===== config.mk =====
export PLATFORM = sky130hd
export DESIGN_NAME = img_proc_engine_flat
export DESIGN_NICKNAME = d
export VERILOG_FILES = /design/src/rtl/img_proc_engine_if.sv /design/src/rtl/img_proc_engine.sv /design/src/flat_wrapper.sv
export SDC_FILE = /design/constraint.sdc
export NUM_CORES = 1
export LEC_CHECK = 0
export ABC_CLOCK_PERIOD_IN_PS = 5510
export BUFFER_PORTS_ARGS = -buffer_cell sky130_fd_sc_hd__buf_2
export CORE_ASPECT_RATIO = 0.8
export CORE_MARGIN = 10
export CORE_UTILIZATION = 60
export DETAILED_ROUTE_END_ITERATION = 10
export PLACE_DENSITY_LB_ADDON = 0.25
export SLEW_MARGIN = 20
export SYNTH_ARGS = -nofsm -noshare
export SYNTH_HDL_FRONTEND = slang
export SYNTH_SLANG_ARGS = --single-unit
export TNS_END_PERCENT = 10

===== constraint.sdc =====
create_clock -name clk -period 5.51 [get_ports clk]
set_input_delay 0.2755 -clock clk [delete_from_list [all_inputs] [get_ports clk]]
set_output_delay 0.2755 -clock clk [all_outputs]
set_load 0.005 [all_outputs]

===== src/rtl/img_proc_engine_if.sv =====
// Bundle between the image engine and its controller / image memories.
// The engine connects through the slave modport.
interface img_proc_engine_if #(
   parameter int ADDR_W = 6,
   parameter int CH_W   = 8
);
   logic                start;
   logic [1:0]          mode;
   logic                busy;
   logic                done;
   logic [ADDR_W-1:0]   row;
   logic [ADDR_W-1:0]   col;
   logic [3*CH_W-1:0]   in_pix;
   logic                out_we;
   logic [ADDR_W-1:0]   out_row;
   logic [ADDR_W-1:0]   out_col;
   logic [3*CH_W-1:0]   out_pix;

   modport master (
      output start, mode, in_pix,
      input  busy, done, row, col, out_we, out_row, out_col, out_pix
   );

   modport slave (
      input  start, mode, in_pix,
      output busy, done, row, col, out_we, out_row, out_col, out_pix
   );
endinterface


===== src/rtl/img_proc_engine.sv =====
// Streams one operation (row/col mirror, grayscale, 3x3 sharpen) over a
// 2^ADDR_W square image, reading one memory and writing another.
module img_proc_engine #(
   parameter int ADDR_W = 6,
   parameter int CH_W   = 8
) (
   input  logic             clk,
   input  logic             rst_n,
   img_proc_engine_if.slave bus
);
   localparam int PIX_W = 3 * CH_W;
   localparam int ACC_W = CH_W + 5;
   localparam logic [ADDR_W-1:0] MAX_IDX = '1;

   typedef enum logic [2:0] {S_IDLE, S_PIX, S_TAP, S_WR, S_FLUSH, S_DONE} state_t;

   state_t            state_q, state_d;
   logic [1:0]        mode_q, mode_d;
   logic [ADDR_W-1:0] r_q, r_d, c_q, c_d;
   logic [3:0]        tap_q, tap_d;
   logic [ACC_W-1:0]  acc_q, acc_d;
   logic              busy_q, busy_d, done_q, done_d;
   logic [ADDR_W-1:0] row_q, row_d, col_q, col_d;
   logic              out_we_q, out_we_d;
   logic [ADDR_W-1:0] out_row_q, out_row_d, out_col_q, out_col_d;
   logic [PIX_W-1:0]  out_pix_q, out_pix_d;

   logic [ADDR_W-1:0] nxt_r, nxt_c;
   logic              last_pix;
   logic [ACC_W-1:0]  g_ext, contrib, acc_sum;
   logic [CH_W-1:0]   g_sharp;

   // Taps 0..8 walk the 3x3 window row-major starting at (r-1, c-1).
   function automatic logic tap_ok(input logic [ADDR_W-1:0] r, c, input logic [3:0] t);
      logic up, down, left, right;
      up    = (t < 4'd3);
      down  = (t > 4'd5);
      left  = (t == 4'd0) || (t == 4'd3) || (t == 4'd6);
      right = (t == 4'd2) || (t == 4'd5) || (t == 4'd8);
      return !((up && r == '0) || (down && r == MAX_IDX) ||
               (left && c == '0) || (right && c == MAX_IDX));
   endfunction

   // Out-of-bounds taps park the read address on the centre pixel.
   function automatic logic [2*ADDR_W-1:0] tap_rc(input logic [ADDR_W-1:0] r, c,
                                                  input logic [3:0] t);
      logic [ADDR_W-1:0] tr, tc;
      tr = r;
      tc = c;
      if (tap_ok(r, c, t)) begin
         if (t < 4'd3)      tr = r - 1'b1;
         else if (t > 4'd5) tr = r + 1'b1;
         if ((t == 4'd0) || (t == 4'd3) || (t == 4'd6))      tc = c - 1'b1;
         else if ((t == 4'd2) || (t == 4'd5) || (t == 4'd8)) tc = c + 1'b1;
      end
      return {tr, tc};
   endfunction

   function automatic logic [CH_W-1:0] gray(input logic [PIX_W-1:0] p);
      logic [CH_W-1:0] pr, pg, pb, mx, mn;
      logic [CH_W:0]   sum;
      pr  = p[PIX_W-1 -: CH_W];
      pg  = p[2*CH_W-1 -: CH_W];
      pb  = p[CH_W-1:0];
      mx  = (pr > pg) ? pr : pg;
      mx  = (pb > mx) ? pb : mx;
      mn  = (pr < pg) ? pr : pg;
      mn  = (pb < mn) ? pb : mn;
      sum = {1'b0, mx} + {1'b0, mn};
      return sum[CH_W:1];
   endfunction

   always_comb begin
      // NOTE: every *_d gets a default before the case so no path infers a latch.
      state_d   = state_q;
      mode_d    = mode_q;
      r_d       = r_q;
      c_d       = c_q;
      tap_d     = tap_q;
      acc_d     = acc_q;
      busy_d    = busy_q;
      done_d    = 1'b0;
      row_d     = row_q;
      col_d     = col_q;
      out_we_d  = 1'b0;
      out_row_d = out_row_q;
      out_col_d = out_col_q;
      out_pix_d = out_pix_q;

      nxt_c    = c_q + 1'b1;
      nxt_r    = (c_q == MAX_IDX) ? r_q + 1'b1 : r_q;
      last_pix = (r_q == MAX_IDX) && (c_q == MAX_IDX);

      // Sharpen arithmetic is two's complement on the G channel only.
      g_ext = {{(ACC_W-CH_W){1'b0}}, bus.in_pix[2*CH_W-1 -: CH_W]};
      if (!tap_ok(r_q, c_q, tap_q)) contrib = '0;
      else if (tap_q == 4'd4)       contrib = (g_ext << 3) + g_ext;
      else                          contrib = -g_ext;
      acc_sum = acc_q + contrib;
      g_sharp = acc_sum[ACC_W-1]           ? '0 :
                (|acc_sum[ACC_W-2:CH_W])   ? '1 : acc_sum[CH_W-1:0];

      case (state_q)
         S_IDLE: begin
            if (bus.start) begin
               mode_d  = bus.mode;
               r_d     = '0;
               c_d     = '0;
               tap_d   = '0;
               acc_d   = '0;
               row_d   = '0;
               col_d   = '0;
               busy_d  = 1'b1;
               state_d = (bus.mode == 2'd3) ? S_TAP : S_PIX;
            end
         end
         S_PIX: begin
            out_we_d = 1'b1;
            case (mode_q)
               2'd0: begin
                  out_row_d = MAX_IDX - r_q;
                  out_col_d = c_q;
                  out_pix_d = bus.in_pix;
               end
               2'd1: begin
                  out_row_d = r_q;
                  out_col_d = MAX_IDX - c_q;
                  out_pix_d = bus.in_pix;
               end
               default: begin
                  out_row_d = r_q;
                  out_col_d = c_q;
                  out_pix_d = {{CH_W{1'b0}}, gray(bus.in_pix), {CH_W{1'b0}}};
               end
            endcase
            if (last_pix) begin
               state_d = S_FLUSH;
            end else begin
               r_d   = nxt_r;
               c_d   = nxt_c;
               row_d = nxt_r;
               col_d = nxt_c;
            end
         end
         S_TAP: begin
            acc_d = acc_sum;
            if (tap_q == 4'd8) begin
               // Register the write here so out_we is visible during WR.
               out_we_d  = 1'b1;
               out_row_d = r_q;
               out_col_d = c_q;
               out_pix_d = {{CH_W{1'b0}}, g_sharp, {CH_W{1'b0}}};
               tap_d     = '0;
               state_d   = S_WR;
            end else begin
               tap_d          = tap_q + 4'd1;
               {row_d, col_d} = tap_rc(r_q, c_q, tap_q + 4'd1);
            end
         end
         S_WR: begin
            acc_d = '0;
            if (last_pix) begin
               done_d  = 1'b1;
               busy_d  = 1'b0;
               state_d = S_DONE;
            end else begin
               r_d            = nxt_r;
               c_d            = nxt_c;
               {row_d, col_d} = tap_rc(nxt_r, nxt_c, 4'd0);
               state_d        = S_TAP;
            end
         end
         S_FLUSH: begin
            done_d  = 1'b1;
            busy_d  = 1'b0;
            state_d = S_DONE;
         end
         S_DONE:  state_d = S_IDLE;
         default: state_d = S_IDLE;
      endcase
   end

   always_ff @(posedge clk) begin
      if (!rst_n) begin
         state_q   <= S_IDLE;
         mode_q    <= '0;
         r_q       <= '0;
         c_q       <= '0;
         tap_q     <= '0;
         acc_q     <= '0;
         busy_q    <= 1'b0;
         done_q    <= 1'b0;
         row_q     <= '0;
         col_q     <= '0;
         out_we_q  <= 1'b0;
         out_row_q <= '0;
         out_col_q <= '0;
         out_pix_q <= '0;
      end else begin
         // NOTE: non-blocking so every flop samples the pre-edge value of the others.
         state_q   <= state_d;
         mode_q    <= mode_d;
         r_q       <= r_d;
         c_q       <= c_d;
         tap_q     <= tap_d;
         acc_q     <= acc_d;
         busy_q    <= busy_d;
         done_q    <= done_d;
         row_q     <= row_d;
         col_q     <= col_d;
         out_we_q  <= out_we_d;
         out_row_q <= out_row_d;
         out_col_q <= out_col_d;
         out_pix_q <= out_pix_d;
      end
   end

   assign bus.busy    = busy_q;
   assign bus.done    = done_q;
   assign bus.row     = row_q;
   assign bus.col     = col_q;
   assign bus.out_we  = out_we_q;
   assign bus.out_row = out_row_q;
   assign bus.out_col = out_col_q;
   assign bus.out_pix = out_pix_q;
endmodule


===== src/flat_wrapper.sv =====
// flat-port wrapper written by rule: the top's interface ports become plain ports
module img_proc_engine_flat 
#(
   parameter int ADDR_W = 6,
   parameter int CH_W   = 8
)
  (clk, rst_n, bus_start, bus_mode, bus_in_pix, bus_busy, bus_done, bus_row, bus_col, bus_out_we, bus_out_row, bus_out_col, bus_out_pix);
  img_proc_engine_if #(.ADDR_W(ADDR_W), .CH_W(CH_W)) bus_i ();
  input  logic clk;
  input  logic rst_n;
  input wire logic [$bits(bus_i.start)-1:0] bus_start;
  input wire logic [$bits(bus_i.mode)-1:0] bus_mode;
  input wire logic [$bits(bus_i.in_pix)-1:0] bus_in_pix;
  output wire logic [$bits(bus_i.busy)-1:0] bus_busy;
  output wire logic [$bits(bus_i.done)-1:0] bus_done;
  output wire logic [$bits(bus_i.row)-1:0] bus_row;
  output wire logic [$bits(bus_i.col)-1:0] bus_col;
  output wire logic [$bits(bus_i.out_we)-1:0] bus_out_we;
  output wire logic [$bits(bus_i.out_row)-1:0] bus_out_row;
  output wire logic [$bits(bus_i.out_col)-1:0] bus_out_col;
  output wire logic [$bits(bus_i.out_pix)-1:0] bus_out_pix;
  assign bus_i.start = bus_start;
  assign bus_i.mode = bus_mode;
  assign bus_i.in_pix = bus_in_pix;
  assign bus_busy = bus_i.busy;
  assign bus_done = bus_i.done;
  assign bus_row = bus_i.row;
  assign bus_col = bus_i.col;
  assign bus_out_we = bus_i.out_we;
  assign bus_out_row = bus_i.out_row;
  assign bus_out_col = bus_i.out_col;
  assign bus_out_pix = bus_i.out_pix;
  img_proc_engine #(.ADDR_W(ADDR_W), .CH_W(CH_W)) u_core (.clk(clk), .rst_n(rst_n), .bus(bus_i));
endmodule

==> metrics.md, run 1 <==
| Metric | Value |
|---|---|
| Starting density of the core | `61.1%` |
| Slowest CP cell | `or4_1` |
| Synth Instances | `951` |
| Share of cells above drive strength 1 | `15.4%` |
| P_leak | `3.55 nW` |
| Max Cap Violations | `0` |
| All-Layer GR Usage | `24.8%` |
| DRT Wirelength | `21800 um` |
| Setup crit start kind | `input port` |
| Sequential power share | `36.1%` |
| End of the worst register-to-register path | `u_core.bus.out_pix[12]$_SDFFE_PN0P_` |
| Vias in the first global route | `6621` |
| RR Startpoint | `u_core.r_q[1]$_SDFFE_PN0P_` |
| Syn-to-layout area delta | `10.9%` |
| Finished Layout Cells | `1165` |
| Pin count of the biggest net entering global routing | `46` |
| Status | `finished clean` |
| Global-route wire length before repair | `35000 um` |
| Clk_skew | `0.00760 ns` |
| Nets | `1101` |
| # clock sinks | `85` |
| Most frequent cell after synthesis | `nor2_1` |
| FF/Latch Area | `1700 um2` |
| Num rows | `36` |
| Comb power frac | `32.6%` |
| Async set or reset register ratio after synthesis | `0%` |
| Final Hold Violating Endpoints | `0` |
| Hold buffers post-CTS | `0` |
| Mapped Nets | `1044` |
| Post-synth top area cell | `dfxtp_1` |
| Worst R2R Setup Slack | `0.84 ns` |
| Delay of the slowest critical-path stage | `0.40 ns` |
| Placed Cells | `1149` |
| Tcrit/Tclk final | `90.3%` |
| #FFs+latches synth | `85` |
| Fmax | `201 MHz` |
| GP Congestion | `1.02` |
| Cell family with the largest share of critical-path delay | `compound AO/OA/AOI/OAI gates` |
| RSZ-0062 raised after global routing | `no` |
| Hold Path End | `u_core.bus.out_pix[0]$_SDFFE_PN0P_` |
| Worst path required time | `5.74 ns` |
| Antenna cell count | `0` |
| Internal power | `0.00121 W` |
| Switching Share | `35.6%` |
| Peak supply drop | `0.000183 V` |
| Overflow after GRT | `0` |
| Die X | `144 um` |
| Max FO, Critical Path | `16` |
| PD cells | `229 nW/um2` |
| Yosys Warn Count | `0` |
| Switch Pwr | `0.000668 W` |
| Worst EP arrival | `5.20 ns` |
| Routed length per instance | `18.7 um` |
| Placed Area | `7920 um2` |
| Clock transition at path regs | `0.06 ns` |
| Htree depth | `3` |
| Syn avg cell area | `7.78 um2` |
| IO buf count | `79` |
| DRC | `0` |
| Worst R2R Path Depth | `15` |
| CTS tree | `yes` |
| Post-CTS setup buffer count | `0` |
| Clock Path Buffers | `2` |
| Commonest cells in the netlist | `nor2_1 (95), dfxtp_1 (85), a21oi_1 (80)` |
| CTS buffer count | `9` |
| Top cell by count, worst path | `a21oi_1` |
| Die H | `119 um` |
| Final Slew Violations | `0` |
| Fill cells | `1022` |
| CTS Root Cell | `clkbuf_16` |
| Worst-path cell chain | `buf_2, clkinv_1, ha_1, a211o_1, o211ai_1, nand2b_1, nor2_4, a21oi_1, ha_1, nand4_1, a211oi_1, nor2_1, or4_1, o311a_1, and2_1, fa_1, a21o_1, a21oi_1, o21bai_1, a21oi_1, o21ai_0, a21oi_1, a21o_1, a31oi_1` |
| Initial DRC count | `906` |
| ANT nets after route | `0` |
| Worst Hold Depth | `2` |
| Dpl hpwl | `16500 um` |
| Area contributors post-synth | `dfxtp_1 (23%), ha_1 (10%), a21oi_1 (5.4%)` |
| Worst Hold Launch | `bus_in_pix[0]` |
| Core ar. | `12100 um2` |
| Post-synth top area share | `23.0%` |
| Top FF cell, synth | `dfxtp_1` |
| Hold WC Path Type | `input port to register` |
| Area of the multi-input gates | `5320 um2` |
| Crit path kind | `input port to register` |
| Total negative setup slack | `0 ns` |
| Post-synth EDFFs | `0` |
| Least-Margin Pin Slew | `1.04 ns` |
| Post-route cell area | `8210 um2` |
| Max-slew headroom | `29.9%` |
| Vias per cell | `6.37` |
| Die area | `17200 um2` |
| Min cycle time layout | `4.98 ns` |
| Clk_lat worst skew | `0.35 ns` |
| Critical path endpoint category | `register` |
| # IOs | `80` |
| Worst path bufs/invs | `2` |
| Synth unique cells | `82` |
| Clk pwr share | `31.3%` |
| Endpoints failing setup | `0` |
| DR vias | `7426` |
| Pre-antenna DRT Iters | `7` |
| Post-synthesis sequential area ratio | `23.0%` |
| Initial antenna violation count | `0` |
| Post-Syn Area | `7400 um2` |
-- registers in the layout (all words and copies together) (netlist names) --
| name | flops |
|---|---|
| u_core.acc_q | 13 |
| u_core.bus.out_pix | 24 |
| u_core.c_q | 6 |
| u_core.bus.busy | 1 |
| u_core.state_q | 3 |
| u_core.tap_q | 4 |
| u_core.bus.out_col | 6 |
| u_core.bus.row | 6 |
| u_core.bus.col | 6 |
| u_core.bus.out_we | 1 |
| u_core.bus.out_row | 6 |
| u_core.r_q | 6 |
| u_core.mode_q | 2 |
| u_core.bus.done | 1 |
-- worst register-to-register path, cell delays in order, from the launching register on --
cell and delay (ns):
dfxtp_1 0.61, ha_1 0.33, and3_1 0.17, nand3_1 0.20, o22ai_1 0.25, a211o_2 0.29, nor2_1 0.09, ha_1 0.23
fa_1 0.43, a211o_1 0.33, a2111oi_4 0.38, o311ai_1 0.18, a31oi_1 0.30, xor3_2 0.39, a31oi_1 0.25, a31oi_1 0.11
-- worst max-delay path by stage --
stage | startpoint | to | slack (ns) | cells past startpoint
3_5_place_dp | bus_in_pix[13] | u_core.bus.out_pix[15]$_SDFFE_PN0P_ | 0.1 | 24
2_1_floorplan | bus_in_pix[14] | u_core.bus.out_pix[15]$_SDFFE_PN0P_ | 0.45 | 25
5_1_grt | bus_in_pix[15] | u_core.bus.out_pix[13]$_SDFFE_PN0P_ | 0.09 | 24
6_report | bus_in_pix[13] | u_core.bus.out_pix[15]$_SDFFE_PN0P_ | 0.53 | 24
3_3_place_gp | bus_in_pix[13] | u_core.bus.out_pix[15]$_SDFFE_PN0P_ | 0.24 | 24
4_1_cts | bus_in_pix[13] | u_core.bus.out_pix[15]$_SDFFE_PN0P_ | 0.45 | 24
-- power by group through the flow --
stage	Sequential, W	Combinational [W]	Clock, W
6_report	0.000677	0.000613	0.000587
5_1_grt	0.000682	0.000672	0.000626
4_1_cts	0.000677	0.000598	0.000597
3_5_place_dp	0.000690	0.000594	0
2_1_floorplan	0.000685	0.000417	0
3_3_place_gp	0.000689	0.000587	0
-- metal layers --
layer,routed length [um],GRT usage (%),vias to the layer above
li1,-,-,3588
met1,9890,36.1,3391
met2,8830,34.3,404
met3,2730,7.51,43
met4,369,6.81,0
met5,0,0,-
-- logic make-up after synthesis --
kind of cell | Yosys count | share of synthesized area, %
flip-flops | 85 | 23.0
buffers and inverters | 95 | 5.44
AND/OR/NAND/NOR | 324 | 22.1
adder cells (fa/ha/maj) | 64 | 11.1
AO/OA/AOI/OAI | 295 | 27.2
multiplexers | 28 | 3.82
XOR/XNOR | 60 | 7.32
-- placed cells by master, fill, tap and decap left out, drive strengths merged, types with 15 or more instances in the layout --
cell | Yosys | final
buf | 20 | 101
nor2 | 96 | 96
dfxtp | 85 | 85
a21oi | 81 | 81
nand2 | 68 | 68
ha | 61 | 61
o21ai | 58 | 58
xnor2 | 44 | 44
inv | 39 | 40
nand3 | 31 | 31
nor3 | 30 | 30
mux2i | 26 | 26
a211oi | 20 | 20
nor2b | 17 | 17
a22o | 17 | 17
and2 | 17 | 17
and3 | 17 | 17
xor2 | 15 | 15
a31oi | 15 | 15
-- final cells by class --
cell class	instances	area share, %
multi-input combinational	771	64.8
sequential	85	20.7
timing repair buffer	101	6.83
clock buffer	10	2.91
tap	152	2.32
inverter	40	1.83
clock inverter	6	0.579
-- repair_timing --
| item | 4_1_cts | 5_1_grt |
|---|---|---|
| resized for setup | 0 | 1 |
| endpoints found under the hold margin | 0 | 0 |
| setup endpoints to repair | 0 | 2 |
-- through the flow --
step	setup WS, ns	utilization, %	power (W)	hold slack, ns
floorplan	0.451	-	0.00110	0.401
global placement	0.243	65.3	0.00128	0.439
detailed placement	0.0955	65.3	0.00128	0.444
CTS	0.445	67.7	0.00187	0.171
global route	0.0925	67.7	0.00198	0.197
finish	0.534	67.7	0.00188	0.176
(Power assumes the default switching activity.)
==> inputs of run 2 (changes only) <==
--- a/config.mk
+++ b/config.mk
@@ -5,11 +5,14 @@
 export SDC_FILE = /design/constraint.sdc
 export NUM_CORES = 1
 export LEC_CHECK = 0
+export ABC_AREA = 1
 export ABC_CLOCK_PERIOD_IN_PS = 5510
 export BUFFER_PORTS_ARGS = -buffer_cell sky130_fd_sc_hd__buf_2
+export CELL_PAD_IN_SITES_DETAIL_PLACEMENT = 1
+export CELL_PAD_IN_SITES_GLOBAL_PLACEMENT = 2
 export CORE_ASPECT_RATIO = 0.8
 export CORE_MARGIN = 10
-export CORE_UTILIZATION = 60
+export CORE_UTILIZATION = 33
 export DETAILED_ROUTE_END_ITERATION = 10
 export PLACE_DENSITY_LB_ADDON = 0.25
 export SLEW_MARGIN = 20
==> run 2 against run 1 <==
Sequential share of layout area up 0.79 points. Global-route usage shrank 6.7 points. Cell count grew 20%. Power grew 65%. Critical path type unchanged. Die area rose by 60%. Combinational power rose to 2.6 times the previous value. Hold slack gained 0.059 ns. Setup slack better by 0.21 ns.
==> metrics.md, run 2 <==
| Metric | Value |
|---|---|
| Max-slew headroom | `34.0% (was 29.9%)` |
| Peak supply drop | `0.000152 V (was 0.000183 V)` |
| Htree depth | `3 (unchanged)` |
| Clock transition at path regs | `0.07 ns (was 0.06 ns)` |
| Nets | `1220 (was 1101)` |
| Hold slack | `0.235 ns (was 0.176 ns)` |
| Met3 WL post-DR | `1080 um (was 2730 um)` |
| Post-Syn Area | `6990 um2 (was 7400 um2)` |
| Area contributors post-synth | `dfxtp_1 (24%), nand2_1 (13%), ha_1 (11%) (was dfxtp_1 (23%), ha_1 (10%), a21oi_1 (5.4%))` |
| CTS Root Cell | `clkbuf_16 (unchanged)` |
| Max Cap Violations | `0 (unchanged)` |
| Yosys Warn Count | `0 (unchanged)` |
| Vias per cell | `5.21 (was 6.37)` |
| Starting density of the core | `33.7% (was 61.1%)` |
| Crit path kind | `input port to register (unchanged)` |
| Clock Path Buffers | `2 (unchanged)` |
| Max FO, Critical Path | `16 (unchanged)` |
| Setup crit start kind | `input port (unchanged)` |
| FF/Latch Area | `1700 um2 (unchanged)` |
| Switch Pwr | `0.00149 W (was 0.000668 W)` |
| Resize count post-CTS | `0 (unchanged)` |
| Placed Area | `7600 um2 (was 7920 um2)` |
| Final Hold Violating Endpoints | `0 (unchanged)` |
| Mapped Nets | `1162 (was 1044)` |
| Die X | `183 um (was 144 um)` |
| Area of the multi-input gates | `4580 um2 (was 5320 um2)` |
| Critical path endpoint category | `register (unchanged)` |
| CTS tree | `yes (unchanged)` |
| RSZ-0062 raised after global routing | `no (unchanged)` |
| # IOs | `80 (unchanged)` |
| Post-route cell area | `7910 um2 (was 8210 um2)` |
| Fmax | `210 MHz (was 201 MHz)` |
| Clk_lat worst skew | `0.35 ns (about the same)` |
| DRC | `0 (unchanged)` |
| IO buf count | `79 (unchanged)` |
| Clk_skew | `0.00750 ns (was 0.00760 ns)` |
| Final Slew Violations | `0 (unchanged)` |
| Pin count of the biggest net entering global routing | `45 (was 46)` |
| Clk pwr share | `21.1% (was 31.3%)` |
| Post-CTS setup buffer count | `0 (unchanged)` |
| Min cycle time layout | `4.76 ns (was 4.98 ns)` |
| Endpoints failing setup | `0 (unchanged)` |
| Post-synthesis sequential area ratio | `24.3% (was 23.0%)` |
| Delay of the slowest critical-path stage | `0.49 ns (was 0.40 ns)` |
| Top cell by count, worst path | `nand2_1 (was a21oi_1)` |
| Met1 wire length | `13600 um (was 9890 um)` |
| Worst path required time | `5.71 ns (was 5.74 ns)` |
| P_leak | `3.73 nW (was 3.55 nW)` |
| Slowest CP cell | `fa_1 (was or4_1)` |
| Routed length per instance | `18.0 um (was 18.7 um)` |
| Core ar. | `20800 um2 (was 12100 um2)` |
| Internal power | `0.00161 W (was 0.00121 W)` |
| Die area | `27400 um2 (was 17200 um2)` |
| Met2 Wirelength | `10300 um (was 8830 um)` |
| Vias in the first global route | `7189 (was 6621)` |
| Hold WC Path Type | `input port to register (unchanged)` |
| Pre-antenna DRT Iters | `5 (was 7)` |
| Share of cells above drive strength 1 | `13.2% (was 15.4%)` |
| Initial antenna violation count | `0 (unchanged)` |
| Sequential power share | `27.0% (was 36.1%)` |
| Post-synth top area share | `24.3% (was 23.0%)` |
| DR vias | `7305 (was 7426)` |
| Max reg flops | `24 (unchanged)` |
| Most frequent cell after synthesis | `nand2_1 (was nor2_1)` |
| Least-Margin Pin Slew | `0.987 ns (was 1.04 ns)` |
| Syn avg cell area | `6.54 um2 (was 7.78 um2)` |
| Num rows | `47 (was 36)` |
| #FFs+latches synth | `85 (unchanged)` |
| Status | `finished clean (unchanged)` |
| Antenna cell count | `0 (unchanged)` |
| Async set or reset register ratio after synthesis | `0% (unchanged)` |
| Fill cells | `2735 (was 1022)` |
| Most frequent cells in the layout | `nand2_1 (236), inv_1 (122), a21oi_1 (108) (was nor2_1 (95), dfxtp_1 (85), a21oi_1 (79), buf_2 (79), nand2_1 (66))` |
| Top FF cell, synth | `dfxtp_1 (unchanged)` |
| Comb power frac | `51.9% (was 32.6%)` |
| Syn-to-layout area delta | `13.1% (was 10.9%)` |
| Tcrit/Tclk final | `86.4% (was 90.3%)` |
| PD cells | `392 nW/um2 (was 229 nW/um2)` |
| Most common cell after layout, fill and taps aside | `nand2_1 (was nor2_1)` |
| ANT nets after route | `0 (unchanged)` |
| Post-synth EDFFs | `0 (unchanged)` |
| GP Congestion | `0.871 (was 1.02)` |
| Global-route wire length before repair | `40400 um (was 35000 um)` |
| # clock sinks | `85 (unchanged)` |
| DRT Wirelength | `25300 um (was 21800 um)` |
| Overall power | `0.00310 W (was 0.00188 W)` |
| Switching Share | `48.1% (was 35.6%)` |
| Highest metal used | `met4 (unchanged)` |
| Synth Instances | `1069 (was 951)` |
| Initial DRC count | `322 (was 906)` |
| Total negative setup slack | `0 ns (unchanged)` |
| Die H | `150 um (was 119 um)` |
| Overflow after GRT | `0 (unchanged)` |
| Worst EP arrival | `4.97 ns (was 5.20 ns)` |
| Post-synth top area cell | `dfxtp_1 (unchanged)` |
| Dpl hpwl | `20200 um (was 16500 um)` |
| Synth unique cells | `53 (was 82)` |
| Commonest cells in the netlist | `nand2_1 (236), inv_1 (123), a21oi_1 (108) (was nor2_1 (95), dfxtp_1 (85), a21oi_1 (80))` |
| Hold buffers post-CTS | `0 (unchanged)` |
| All-Layer GR Usage | `18.1% (was 24.8%)` |
| CTS buffer count | `9 (unchanged)` |
## run 2: cell count changes after synthesis, sizes merged, moves of 30 or more
cell   before  now
nand2      68  240
o21ai      58  120
xnor2      44    6
nand3      31   62
inv        39  137
a21oi      81  111
## run 2: routing by layer
layer  track usage, %  vias to the layer above
met5                0                        -
met4             3.09                        0
met3             2.90                       20
met2             26.6                      121
met1             27.2                     3488
li1                 -                     3676
## run 2: worst paths after layout
kind                                                     start  slack [ns]                                  end  cells after the start
worst max-delay path                            bus_in_pix[14]        0.75  u_core.bus.out_pix[15]$_SDFFE_PN0P_                     29
worst max register to register      u_core.c_q[1]$_SDFFE_PN0P_        0.92  u_core.bus.out_pix[10]$_SDFFE_PN0P_                     25
worst min-delay path                            bus_in_pix[19]        0.24  u_core.bus.out_pix[19]$_SDFFE_PN0P_                      3
worst min register to register  u_core.bus.row[5]$_SDFFE_PN0P_        0.46       u_core.bus.row[5]$_SDFFE_PN0P_                      2
## run 2: per-stage QoR
stage / utilization (%) / worst slack (ns) / std cells
6_report: 38.1 / 0.748 / 1401
5_1_grt: 38.1 / 0.0871 / 1401
4_1_cts: 38.1 / 0.750 / 1401
3_5_place_dp: 36.6 / 0.387 / 1385
3_3_place_gp: 36.6 / 0.515 / 1385
2_1_floorplan: - / 1.21 / 1069
## run 2: power by group through the flow
stage               logic, W  registers (W)  clock network (W)
global route         0.00183       0.000852           0.000693
detailed placement   0.00160       0.000849                  0
finish               0.00161       0.000835           0.000653
floorplan            0.00108       0.000818                  0
CTS                  0.00161       0.000835           0.000672
global placement     0.00159       0.000847                  0
## run 2: kinds of logic after synthesis
group	synth area share, %
flops	24.3
xor+xnor	5.35
simple gates	25.6
compound gates	22.8
fa+ha+maj	11.8
buf+inv	10.2
## run 2: area by class of cell
cell class	count	share of cell area, %
Clock buffer	10	3.02
Clock inverter	6	0.886
Inverter	138	6.55
Multi-Input combinational cell	805	57.9
Sequential cell	85	21.5
Tap cell	269	4.26
Timing Repair Buffer	88	5.86
## run 2: worst max-delay path: cells and delay by family
kind / cells / cell delay [ns]
buffers and inverters: 5 / 0.74
AND/OR/NAND/NOR: 12 / 1.00
AO/OA/AOI/OAI: 9 / 1.77
adder cells (fa/ha/maj): 3 / 1.15
==> inputs of run 3 (changes only) <==
--- a/config.mk
+++ b/config.mk
@@ -14,7 +14,7 @@
 export CORE_MARGIN = 10
 export CORE_UTILIZATION = 33
 export DETAILED_ROUTE_END_ITERATION = 10
-export PLACE_DENSITY_LB_ADDON = 0.25
+export PLACE_DENSITY_LB_ADDON = 0.08
 export SLEW_MARGIN = 20
 export SYNTH_ARGS = -nofsm -noshare
 export SYNTH_HDL_FRONTEND = slang
==> run 3 against run 2 <==
Combinational power about the same. Sequential power decreased by 0.8%. Cell count grew 0.29%. Highest routed layer unchanged.
==> metrics.md, run 3 (synthesis gave the netlist of run 2 again) <==
| Metric | Value |
|---|---|
| Pre-antenna DRT Iters | `5 (unchanged)` |
| Critical path endpoint category | `register (unchanged)` |
| Tcrit/Tclk final | `84.5% (was 86.4%)` |
| Worst R2R Setup Slack | `0.93 ns (was 0.92 ns)` |
| Worst setup path start | `bus_in_pix[12] (was bus_in_pix[14])` |
| Highest metal used | `met4 (unchanged)` |
| Max reg flops | `24 (unchanged)` |
| Setup crit start kind | `input port (unchanged)` |
| End of the critical path | `u_core.bus.out_pix[15]$_SDFFE_PN0P_ (unchanged)` |
| Slowest CP cell | `o21ai_2 (was fa_1)` |
| All-Layer GR Usage | `18.7% (was 18.1%)` |
| Die H | `150 um (unchanged)` |
| IO buf count | `79 (unchanged)` |
| Status | `finished clean (unchanged)` |
| End of the worst register-to-register path | `u_core.bus.out_pix[14]$_SDFFE_PN0P_ (was u_core.bus.out_pix[10]$_SDFFE_PN0P_)` |
| Initial DRC count | `395 (was 322)` |
| DRC | `0 (unchanged)` |
| CTS tree | `yes (unchanged)` |
| Hold buffers post-CTS | `0 (unchanged)` |
| RSZ-0062 raised after global routing | `no (unchanged)` |
| Share of cells above drive strength 1 | `13.4% (was 13.2%)` |
| Finished Layout Cells | `1405 (was 1401)` |
| Die area | `27400 um2 (unchanged)` |
| Clock Path Buffers | `2 (unchanged)` |
| Initial antenna violation count | `0 (unchanged)` |
| CTS buffer count | `9 (unchanged)` |
| Peak supply drop | `0.000257 V (was 0.000152 V)` |
| Global-route wire length before repair | `41300 um (was 40400 um)` |
| Final Hold Violating Endpoints | `0 (unchanged)` |
| Min cycle time layout | `4.66 ns (was 4.76 ns)` |
| Placed Cells | `1389 (was 1385)` |
| Met3 WL post-DR | `897 um (was 1080 um)` |
| RR Startpoint | `u_core.c_q[0]$_SDFFE_PN0P_ (was u_core.c_q[1]$_SDFFE_PN0P_)` |
| Routed length per instance | `18.4 um (was 18.0 um)` |
| Final core occ | `38.2% (was 38.1%)` |
| Most common cell after layout, fill and taps aside | `nand2_1 (unchanged)` |
| Resize count post-CTS | `0 (unchanged)` |
| Nets | `1224 (was 1220)` |
| Die X | `183 um (unchanged)` |
| Total negative setup slack | `0 ns (unchanged)` |
| Syn-to-layout area delta | `13.4% (was 13.1%)` |
| Num rows | `47 (unchanged)` |
| Least-Margin Pin Slew | `1.09 ns (was 0.987 ns)` |
| Antenna cell count | `0 (unchanged)` |
| Starting density of the core | `33.7% (unchanged)` |
| Overflow after GRT | `0 (unchanged)` |
| Max FO, Critical Path | `16 (unchanged)` |
| Fmax | `215 MHz (was 210 MHz)` |
| Post-CTS setup buffer count | `0 (unchanged)` |
| Crit path kind | `input port to register (unchanged)` |
| Worst R2R Path Depth | `24 (was 25)` |
| Cell depth of the worst setup path | `31 (was 29)` |
| Core ar. | `20800 um2 (unchanged)` |
| DRT Wirelength | `25800 um (was 25300 um)` |
| DR vias | `7272 (was 7305)` |
| Delay of the slowest critical-path stage | `0.44 ns (was 0.49 ns)` |
| P_leak | `3.76 nW (was 3.73 nW)` |
| GP Congestion | `0.855 (was 0.871)` |
| PD cells | `393 nW/um2 (was 392 nW/um2)` |
| Max-slew headroom | `26.9% (was 34.0%)` |
| Cell family with the largest share of critical-path delay | `compound AO/OA/AOI/OAI gates (unchanged)` |
| ANT nets after route | `0 (unchanged)` |
| Endpoints failing setup | `0 (unchanged)` |
| Vias in the first global route | `7227 (was 7189)` |
| Worst path required time | `5.73 ns (was 5.71 ns)` |
| Clk_lat worst skew | `0.35 ns (about the same)` |
| CTS Root Cell | `clkbuf_16 (unchanged)` |
| Dpl hpwl | `20500 um (was 20200 um)` |
| Worst path bufs/invs | `6 (was 5)` |
| Htree depth | `3 (unchanged)` |
| Hold WC Path Type | `input port to register (unchanged)` |
| Max Cap Violations | `0 (unchanged)` |
| # IOs | `80 (unchanged)` |
| Vias per cell | `5.18 (was 5.21)` |
| Met1 wire length | `14000 um (was 13600 um)` |
| Pin count of the biggest net entering global routing | `44 (was 45)` |
| Final Slew Violations | `0 (unchanged)` |
| Met2 Wirelength | `10700 um (was 10300 um)` |
| Clock transition at path regs | `0.08 ns (was 0.07 ns)` |
| Clk_skew | `0.0115 ns (was 0.00750 ns)` |
| Worst EP arrival | `4.88 ns (was 4.97 ns)` |
| Most frequent cells in the layout | `nand2_1 (236), inv_1 (122), a21oi_1 (108) (unchanged)` |
| # clock sinks | `85 (unchanged)` |
run 3: changes by cell type in the layout (fill, tap and decap cells not counted), sizes merged:
cell      before  now
clkinv         2    3
inv          138  139
buf           88   92
clkinvlp       3    1
run 3: worst min path at each step:
stage | cells after the start | slack [ns] | end | start
after floorplan | 2 | 0.41 | u_core.bus.out_pix[1]$_SDFFE_PN0P_ | bus_in_pix[1]
after global placement | 2 | 0.45 | u_core.bus.row[5]$_SDFFE_PN0P_ | u_core.bus.row[5]$_SDFFE_PN0P_
after detailed placement | 2 | 0.45 | u_core.bus.row[5]$_SDFFE_PN0P_ | u_core.bus.row[5]$_SDFFE_PN0P_
after CTS | 3 | 0.21 | u_core.bus.out_pix[18]$_SDFFE_PN0P_ | bus_in_pix[18]
after global routing | 3 | 0.24 | u_core.bus.out_pix[18]$_SDFFE_PN0P_ | bus_in_pix[18]
final | 3 | 0.21 | u_core.bus.out_pix[18]$_SDFFE_PN0P_ | bus_in_pix[18]
run 3: layout make-up:
| cell class | instances | area (um2) |
|---|---|---|
| repair buffers | 92 | 493 |
| flip-flops and latches | 85 | 1700 |
| multi-input cells | 805 | 4580 |
| clock inverters | 6 | 71.3 |
| fillers | 2724 | 12800 |
| well taps | 269 | 337 |
| inverters | 138 | 518 |
| clock buffers | 10 | 229 |
run 3: power breakdown:
part | switching [W] | internal, W
Sequential | 0.0000945 | 0.000733
Combinational | 0.00113 | 0.000511
Clock | 0.000288 | 0.000357
run 3: per-stage QoR:
| stage | hold slack, ns | setup WS (ns) | cell area, um2 | total power [W] |
|---|---|---|---|---|
| global route | 0.244 | 0.150 | 7930 | 0.00340 |
| detailed placement | 0.452 | 0.503 | 7630 | 0.00248 |
| finish | 0.214 | 0.853 | 7930 | 0.00312 |
| global placement | 0.451 | 0.555 | 7630 | 0.00247 |
| CTS | 0.207 | 0.867 | 7930 | 0.00315 |
| floorplan | 0.407 | 1.21 | 6990 | 0.00190 |
run 3: tightest hold or removal path: stages:
cell     delay, ns
buf_2         0.12
inv_1         0.06
o31ai_1       0.07
run 3: metal layers:
metal / up-vias / track usage (%)
met1: 3472 / 28.0
met2: 113 / 27.8
met3: 13 / 2.78
met5: - / 0
met4: 0 / 2.92
li1: 3674 / -
